$ cat src/rtl/fifo_wr_arbiter.sv
// Round-robin write arbiter: N_REQ producers share one FIFO write port with
// bounded bursts, throttled by the FIFO full and prog_full flags.
module fifo_wr_arbiter #(
   parameter int WIDTH     = 16,
   parameter int N_REQ     = 4,
   parameter int MAX_BURST = 4,
   localparam int GW       = (N_REQ > 1) ? $clog2(N_REQ) : 1
) (
   input  logic                     clk,
   input  logic                     reset_n,
   input  logic [N_REQ-1:0]         req_i,
   input  logic [N_REQ*WIDTH-1:0]   data_i,
   output logic [N_REQ-1:0]         ack_o,
   output logic [WIDTH-1:0]         fifo_data_o,
   output logic                     fifo_we_o,
   input  logic                     fifo_full_i,
   input  logic                     fifo_prog_full_i,
   output logic [GW-1:0]            grant_id_o,
   output logic                     active_o
);

   typedef enum logic [0:0] {
      ST_IDLE  = 1'b0,
      ST_GRANT = 1'b1
   } state_e;

   localparam logic [3:0]    BURST_LAST = 4'(MAX_BURST - 1);
   localparam logic [GW-1:0] LAST_RST   = GW'(N_REQ - 1);

   state_e          state_q, state_d;
   logic [GW-1:0]   grant_q, grant_d;
   logic [GW-1:0]   last_q,  last_d;
   logic [3:0]      burst_q, burst_d;
   logic [GW-1:0]   pick_s;
   logic            xfer_s;

   // First requester at or after last+1 (wrapping); returns last when none asserted.
   function automatic logic [GW-1:0] rr_pick(input logic [N_REQ-1:0] req,
                                             input logic [GW-1:0]    last);
      logic [GW-1:0] pick;
      logic          found;
      int            idx;
      pick  = last;
      found = 1'b0;
      for (int k = 1; k <= N_REQ; k++) begin
         idx = (int'(last) + k) % N_REQ;
         if (!found && req[idx]) begin
            pick  = GW'(idx);
            found = 1'b1;
         end
      end
      return pick;
   endfunction

   assign pick_s = rr_pick(req_i, last_q);

   // Next-state, burst accounting and the combinational write/ack path.
   always_comb begin
      state_d     = state_q;
      grant_d     = grant_q;
      last_d      = last_q;
      burst_d     = burst_q;
      xfer_s      = 1'b0;
      fifo_data_o = data_i[int'(grant_q)*WIDTH +: WIDTH];
      case (state_q)
         ST_IDLE: begin
            if ((|req_i) && !fifo_prog_full_i) begin
               state_d = ST_GRANT;
               grant_d = pick_s;
               last_d  = pick_s;
               burst_d = 4'd0;
            end else begin
               state_d = ST_IDLE;
            end
         end
         ST_GRANT: begin
            xfer_s = req_i[grant_q] & ~fifo_full_i;
            if (!req_i[grant_q]) begin
               state_d = ST_IDLE;
            end else if (xfer_s) begin
               burst_d = burst_q + 4'd1;
               // prog_full lets the current word through but closes the burst.
               if ((burst_q == BURST_LAST) || fifo_prog_full_i) begin
                  state_d = ST_IDLE;
               end else begin
                  state_d = ST_GRANT;
               end
            end else begin
               state_d = ST_GRANT;
            end
         end
         default: begin
            state_d = ST_IDLE;
         end
      endcase
      fifo_we_o = xfer_s;
      ack_o     = xfer_s ? (N_REQ'(1) << grant_q) : '0;
   end

   // State, grant, round-robin pointer and burst counter registers.
   always_ff @(posedge clk or negedge reset_n) begin
      if (!reset_n) begin
         state_q <= ST_IDLE;
         grant_q <= '0;
         last_q  <= LAST_RST;
         burst_q <= 4'd0;
      end else begin
         state_q <= state_d;
         grant_q <= grant_d;
         last_q  <= last_d;
         burst_q <= burst_d;
      end
   end

   assign grant_id_o = grant_q;
   assign active_o   = (state_q == ST_GRANT);

endmodule

$ cat config.mk
export PLATFORM = sky130hd
export DESIGN_NAME = fifo_wr_arbiter
export DESIGN_NICKNAME = d
export VERILOG_FILES = /design/src/rtl/fifo_wr_arbiter.sv
export SDC_FILE = /design/constraint.sdc
export NUM_CORES = 1
export LEC_CHECK = 0
export ABC_AREA = 0
export BUFFER_PORTS_ARGS = -buffer_cell sky130_fd_sc_hd__clkbuf_2
export CORE_MARGIN = 10
export CORE_UTILIZATION = 40
export DETAILED_ROUTE_END_ITERATION = 10
export PLACE_DENSITY = 0.86
export SLEW_MARGIN = 0
export SYNTH_ARGS = -nofsm -noshare
export SYNTH_HDL_FRONTEND = slang
export SYNTH_SLANG_ARGS = --single-unit
$ cat constraint.sdc
create_clock -name clk -period 2.7 [get_ports clk]
set_clock_uncertainty 0.05 [all_clocks]
set_input_delay 0.405 -clock clk [delete_from_list [all_inputs] [get_ports clk]]
set_output_delay 0.405 -clock clk [all_outputs]
set_load 0.1 [all_outputs]
Word-level counts from Yosys, hierarchy flattened:

Index checks and enable logic that the tools add are counted.

* $add $sub $neg: 5
* magnitude comparators: 5
* eq/ne operators: 4
* shift-type cells: 2
* muxes and demuxes: 32
* bitwise gates (word level): 7
* reductions and logical operators: 16

Operator list (number)
* indexed part select 64 x 7 -> 16 bit: 1
* 2-to-1 mux 1 bit: 17
* < comparator 3 x 4 -> 1 bit, second input constant: 4
* 2-to-1 mux 4 bit: 4
* binary-select mux 1 bit (select 2 bit): 5
* 2-to-1 mux 2 bit: 4
* one-hot mux 4 bit (2 select lines): 1
* OR reduction 2 bit: 4
* adder 2 x 1 -> 2 bit, second input constant: 2
* adder 2 bit, second input constant: 2
* adder 4 x 1 -> 4 bit, second input constant: 1
* bitwise AND 1 bit, first input constant: 4
* == test 4 x 2 -> 1 bit, second input constant: 1
* logical AND 1 bit: 4
* zero test 1 bit: 4
* inequality test 2 x 1 -> 1 bit, second input constant: 2
* OR reduction 4 bit: 1
* << shifter 1 x 2 -> 4 bit, first input constant: 1
* < comparator 2 x 3 -> 1 bit, second input constant: 1
* AND reduction 3 bit: 1
* inequality test 2 bit, second input constant: 1
* NOT 1 bit: 2
* one-hot mux 1 bit (2 select lines): 1
* AND reduction 2 bit: 1
* 2 further kinds: 2

* flip-flop bits (word level): 9
* input port bits: 72
* output and inout bits: 24
* word-level logic and storage cells: 75

Depth between registers and ports, before layout:

Gate-level depths: netlist of the first run.

* word-level depth: 16
* gate-level depth with buffers: 6
* gate-level depth less buffers: 4

Worst setup path after synthesis of the first run:

OpenSTA, ideal clock, no wires.

* kind: flip-flop to output port
* start: register grant_q[0], in the netlist grant_id_o[0]
* end: output port ack_o[1]
* data arrival time: 3.715 ns
* required time: 2.245 ns
* path slack: -1.470 ns
* stages on the path, launching flop included: 4
* path buffers: 1
* cells stage by stage: dfrtp_1 > buf_4 > nand3b_1 > nor3b_1

* longest elaborated chain between the ends: 5
* elaborated cells on any way between the ends: 6
* those cells by class: shift: 1; mux: 4; bitwise: 1

Ends and longest elaborated chain
* start: declaration: RTL line 31 `logic [GW-1:0] grant_q, grant_d;`
* start signal: assignment: RTL line 109 `grant_q <= grant_d;`
* binary-select mux 1 bit (select 2 bit): RTL line 77 `xfer_s = req_i[grant_q] & ~fifo_full_i;`
* 2-to-1 mux 1 bit (implied by the code): RTL line 77
* bitwise AND 1 bit: RTL line 77
* 2-to-1 mux 1 bit: RTL line 65 `case (state_q)`
* 2-to-1 mux 4 bit *: RTL line 97 `ack_o = xfer_s ? (N_REQ'(1) << grant_q) : '0;`
* end: declaration: RTL line 13 `output logic [N_REQ-1:0] ack_o,`

Every way passes the cells marked *; elsewhere a longest branch is shown, timed or not. The select of a mux whose other input is x is not followed.

Worst setup path in the final report of the first run:

* start: register grant_q[0], in the netlist grant_id_o[0]
* end: output port ack_o[0]

Same word-level chain as after synthesis.

==> flow_summary.json, run 1 <==
{
  "crit_required_ns": 2.25,
  "cts_buffers": 3,
  "yosysSeqAreaShare": 0.221,
  "cts_buffer_depth": 2,
  "final_cell_mix": "clkbuf_2, mux4_2, nand2_1",
  "drcViolationCount": 0,
  "fin_util": 0.641,
  "io_pins": 96,
  "outcome": "completed",
  "routed_via_density": 5.60,
  "first_iter_violations": 33,
  "clk_latency_ns": 0.26,
  "clkSlewWorstSetupHoldPaths_ns": 0.06,
  "rsz0062_at_grt": "false",
  "diodes": 0,
  "met1_length_um": 1440,
  "synth_edf_count": 0,
  "post-cts-setup-buffers": 0,
  "overflow": 0,
  "yosysTopAreaCellShare": 0.349,
  "synth_area_leaders": "mux4_2, dfrtp_1, mux2i_1",
  "route.met3.wl_um": 293,
  "die_h_um": 70.8,
  "routed_wl_um": 4050,
  "drive_above_1_share": 0.688,
  "synth_cell_types": 29,
  "path_class": "register to output pin",
  "final_common_cell": "clkbuf_2",
  "min_from": "fifo_full_i",
  "worstHoldPathType": "input pin to register",
  "synthCells": 93,
  "place_inst": 211,
  "arrival_ns": 2.08,
  "syn-num-nets": 166,
  "htree_levels": 1,
  "syn_avg_cell_area_um2": 11.1,
  "setup_tns_ns": 0,
  "report.final.setup_viol": 0,
  "core_mm2": 0.00248,
  "yosysWarnings": 0,
  "max_stage_delay_ns": 0.62,
  "initial_core_util": 0.417,
  "highest_layer": "met4",
  "dr.pass1.iters": 4,
  "cp_cell_sequence": "or3b_4 -> nor3b_4 -> clkbuf_2",
  "avgRoutedWirePerCell_um": 18.7,
  "num-fill-cells": 213,
  "hold_viol": 0,
  "fin_crit_ns": 2.54,
  "slew_headroom": 0.617,
  "grt_pass1_wl_um": 6470,
  "die_area_mm2": 0.00501,
  "area_growth_pct": 53.9,
  "grt_antenna_before_repair": 0,
  "gp_congestion": 0.800,
  "maxCapViolations": 0,
  "cts_root_buf": "clkbuf_4",
  "start_kind": "register",
  "critPathLaunch": "grant_id_o[0]",
  "syn-cell-area_mm2": 0.00103,
  "rows": 18,
  "post-route-period-util": 0.939,
  "grt_max_degree": 25,
  "groute.usage.overall": 0.154,
  "end_kind": "output pin",
  "detail-route-antenna-nets": 0,
  "cts.sinks": 9,
  "synth_flop_cell": "dfrtp_1",
  "hold_buffers": 1,
  "grt_pass1_vias": 1362,
  "portBuffers": 95,
  "synth-seq-cells": 9,
  "routed-wl-met2_um": 2290,
  "final_nets": 260,
  "fin_cells": 216,
  "r2r-start": "grant_id_o[0]",
  "fmax_mhz": 394,
  "crit_fanout": 21,
  "via_count": 1210,
  "cts_resized": 0,
  "tritoncts": "yes",
  "crit_buf_inv": 1,
  "crit_family": "simple AND/OR/NAND/NOR gates",
  "worst_pin_slew_ns": 0.575,
  "die_w_um": 70.8,
  "yosysTopAreaCell": "mux4_2",
  "hpwl_um": 3620,
  "crit_slowest_cell": "dfrtp_2",
  "slew_viol_final": 0,
  "postSynth.asyncResetShare": 1.00
}
[flip-flops by register name, indices dropped and copies added (netlist names)]
register / flops
active_o: 1
last_q: 2
grant_id_o: 2
burst_q: 4
[cell usage after synthesis (all sizes together), types with 2 or more instances]
master / n
nand2: 10
mux4: 16
nand2b: 2
inv: 3
dfrtp: 7
a21oi: 2
buf: 5
dfstp: 2
nor3b: 2
clkbuf: 2
nor2: 7
or3b: 2
o211ai: 2
o21ai: 6
nor2b: 2
a21boi: 3
mux2i: 7
a211o: 2
a31oi: 3
[cell type report]
cell class | instances | area [µm²] | share of cell area
inverter | 3 | 11.3 | 0.00709
multi-input combinational | 74 | 793 | 0.499
timing repair buffer | 96 | 488 | 0.307
tap | 30 | 37.5 | 0.0236
clock buffer | 3 | 22.5 | 0.0142
clock inverter | 1 | 5.00 | 0.00315
sequential | 9 | 231 | 0.146
[path summary, 6_finish.rpt]
| kind | slack (ns) | end | cells past startpoint |
|---|---|---|---|
| worst max register to register | 0.82 | burst_q[3] | 4 |
| worst max-delay path | 0.16 | ack_o[0] | 3 |
| worst min register to register | 0.48 | burst_q[0] | 1 |
| max in group asynchronous | 1.86 | last_q[1] | 2 |
| min in group asynchronous | 0.48 | burst_q[1] | 2 |
| worst min-delay path | 0.40 | active_o | 3 |
[tightest hold or removal path, stage by stage]
cell      delay, ns
clkbuf_2       0.12
o211ai_1       0.10
nand2_1        0.06
[per-layer routing]
metal	track usage	vias to the layer above
li1	-	561
met1	0.158	598
met2	0.300	47
met3	0.0488	4
met4	0.0258	0
met5	0	-
[stage by stage]
stage	hold slack, ns	instance area (µm²)	setup slack, ns
after floorplan	0.0594	1070	0.125
after global placement	0.219	1550	0.448
after detailed placement	0.217	1550	0.419
after CTS	0.398	1590	0.133
after global routing	0.422	1590	0.0272
final	0.402	1590	0.165
[kinds of logic after synthesis]
family,after synthesis,share of synthesized area
AND/OR/NAND/NOR,27,0.139
AO/OA/AOI/OAI,23,0.164
multiplexers,23,0.417
buffers and inverters,10,0.0473
flip-flops,9,0.221
adder cells (fa/ha/maj),1,0.0121
Power of run 1 is left out: the tool's default activity adds up to more than one toggle a clock period on the data nets, which glitch-free logic cannot reach.
==> run 2, diff against run 1 <==
Settings changed: CORE_UTILIZATION 40 to 41, CTS_BUF_LIST set to sky130_fd_sc_hd__clkbuf_4, PLACE_DENSITY 0.86 to 0.88.
==> run 2 against run 1 <==
- sequential share of layout area hardly changed
- critical endpoint unchanged
- core utilization is 1.3 points higher
- critical path type unchanged
- non-clock buffer count stayed put
- first-iteration DRC count grew to 2.6 times the previous value
- critical path depth stayed put
- highest routed layer unchanged
==> flow_summary.json, run 2 (synthesis results as in run 1) <==
{
  "post-route-period-util": 0.936,
  "highest_layer": "met4",
  "start_kind": "register",
  "slew_headroom": 0.619,
  "crit_buf_inv": 1,
  "cp_cell_sequence": "or3b_4 -> nor3b_4 -> clkbuf_2",
  "gp_congestion": 0.826,
  "area_growth_pct": 54.2,
  "grt_antenna_before_repair": 0,
  "hold_viol": 0,
  "final_nets": 260,
  "initial_core_util": 0.424,
  "detail-route-antenna-nets": 0,
  "met1_length_um": 1470,
  "rows": 18,
  "grt_max_degree": 25,
  "portBuffers": 95,
  "grt_pass1_vias": 1231,
  "die_area_mm2": 0.00492,
  "via_count": 1178,
  "path_class": "register to output pin",
  "first_iter_violations": 85,
  "overflow": 0,
  "maxCapViolations": 0,
  "final_common_cell": "clkbuf_2",
  "worst_pin_slew_ns": 0.572,
  "clkSlewWorstSetupHoldPaths_ns": 0.06,
  "io_pins": 96,
  "cts.sinks": 9,
  "routed_wl_um": 4090,
  "post-cts-setup-buffers": 0,
  "final_cell_mix": "clkbuf_2, mux4_2, nand2_1",
  "fin_crit_ns": 2.53,
  "dr.pass1.iters": 6,
  "cts_buffers": 3,
  "core_mm2": 0.00243,
  "routed_via_density": 5.45,
  "outcome": "completed",
  "crit_required_ns": 2.25,
  "holdPathEnd": "active_o",
  "arrival_ns": 2.07,
  "rsz0062_at_grt": "false",
  "report.final.setup_viol": 0,
  "crit_family": "simple AND/OR/NAND/NOR gates",
  "routed-wl-met2_um": 2260,
  "cts_resized": 0,
  "top_register": "burst_q",
  "r2r-start": "grant_id_o[0]",
  "crit_slowest_cell": "dfrtp_2",
  "path_depth": 3,
  "cts_root_buf": "clkbuf_4",
  "largest_reg_flops": 4,
  "diodes": 0,
  "reg2reg_to": "burst_q[3]",
  "avgRoutedWirePerCell_um": 18.9,
  "tritoncts": "yes",
  "crit_fanout": 21,
  "hold_ws_ns": 0.425,
  "drcViolationCount": 0,
  "cts_buffer_depth": 2,
  "r2r_slack_ns": 0.85,
  "hold_buffers": 1,
  "rr_worst_depth": 4,
  "worstHoldPathType": "input pin to register",
  "whs_path_depth": 3,
  "max-vdd-ir-drop_mv": 1.44,
  "groute.usage.overall": 0.163,
  "setup_tns_ns": 0,
  "htree_levels": 1,
  "grt_pass1_wl_um": 6580,
  "max_stage_delay_ns": 0.61,
  "hpwl_um": 3630,
  "end_kind": "output pin",
  "route.met3.wl_um": 333,
  "drive_above_1_share": 0.688,
  "die_w_um": 70.2,
  "min_from": "fifo_full_i",
  "powerDensity_mw_per_mm2": 1520,
  "slew_viol_final": 0,
  "fmax_mhz": 396,
  "clk_latency_ns": 0.26,
  "cellLeakagePower_nw": 0.810,
  "die_h_um": 70.2
}
-- run 2: cell types whose count changed in the layout (fill, tap and decap cells not counted) --
| cell | previous run | this run |
|---|---|---|
| clkbuf_4 | 3 | 4 |
| clkinv_2 | 1 | 0 |
-- run 2: worst reg2reg max path, stage by stage, from the launching register on --
cell and delay [ns]:
dfrtp_2 0.74, nand3b_1 0.35, o22ai_4 0.34, nand4_2 0.14
mux2i_1 0.13
-- run 2: metal layers --
metal / vias up / global-route usage
met5: - / 0
met4: 0 / 0.0329
met3: 5 / 0.0621
met2: 57 / 0.300
met1: 558 / 0.171
li1: 558 / -
-- run 2: worst max-delay path by stage --
stage / from / endpoint / slack [ns]
after floorplan: grant_id_o[0] / ack_o[1] / 0.12
after global placement: grant_id_o[0] / ack_o[1] / 0.44
after detailed placement: grant_id_o[0] / ack_o[1] / 0.43
after CTS: grant_id_o[0] / ack_o[1] / 0.14
after global routing: grant_id_o[0] / ack_o[1] / 0.003
final: grant_id_o[0] / ack_o[0] / 0.17
-- run 2: power breakdown --
| group | internal [mW] | switching [mW] |
|---|---|---|
| combinational | 0.456 | 1.45 |
| clock | 0.0669 | 0.0462 |
| sequential | 0.200 | 0.197 |
| total | 0.723 | 1.70 |
-- run 2: cell type report --
class	count	area [µm²]
Fill cell	199	841
Multi-Input combinational cell	74	793
Timing Repair Buffer	96	488
Sequential cell	9	231
Tap cell	30	37.5
Clock buffer	4	30.0
Inverter	3	11.3
-- run 2: metrics by stage --
step	util	cells	instance area [µm²]	total power, mW	setup slack (ns)
global placement	0.638	211	1550	2.29	0.445
CTS	0.654	216	1590	2.44	0.135
floorplan	-	93	1070	2.06	0.125
global route	0.654	216	1590	2.53	0.00270
detailed placement	0.638	211	1550	2.32	0.428
finish	0.654	216	1590	2.42	0.173
No activity file was read; power rests on OpenSTA's default activity.
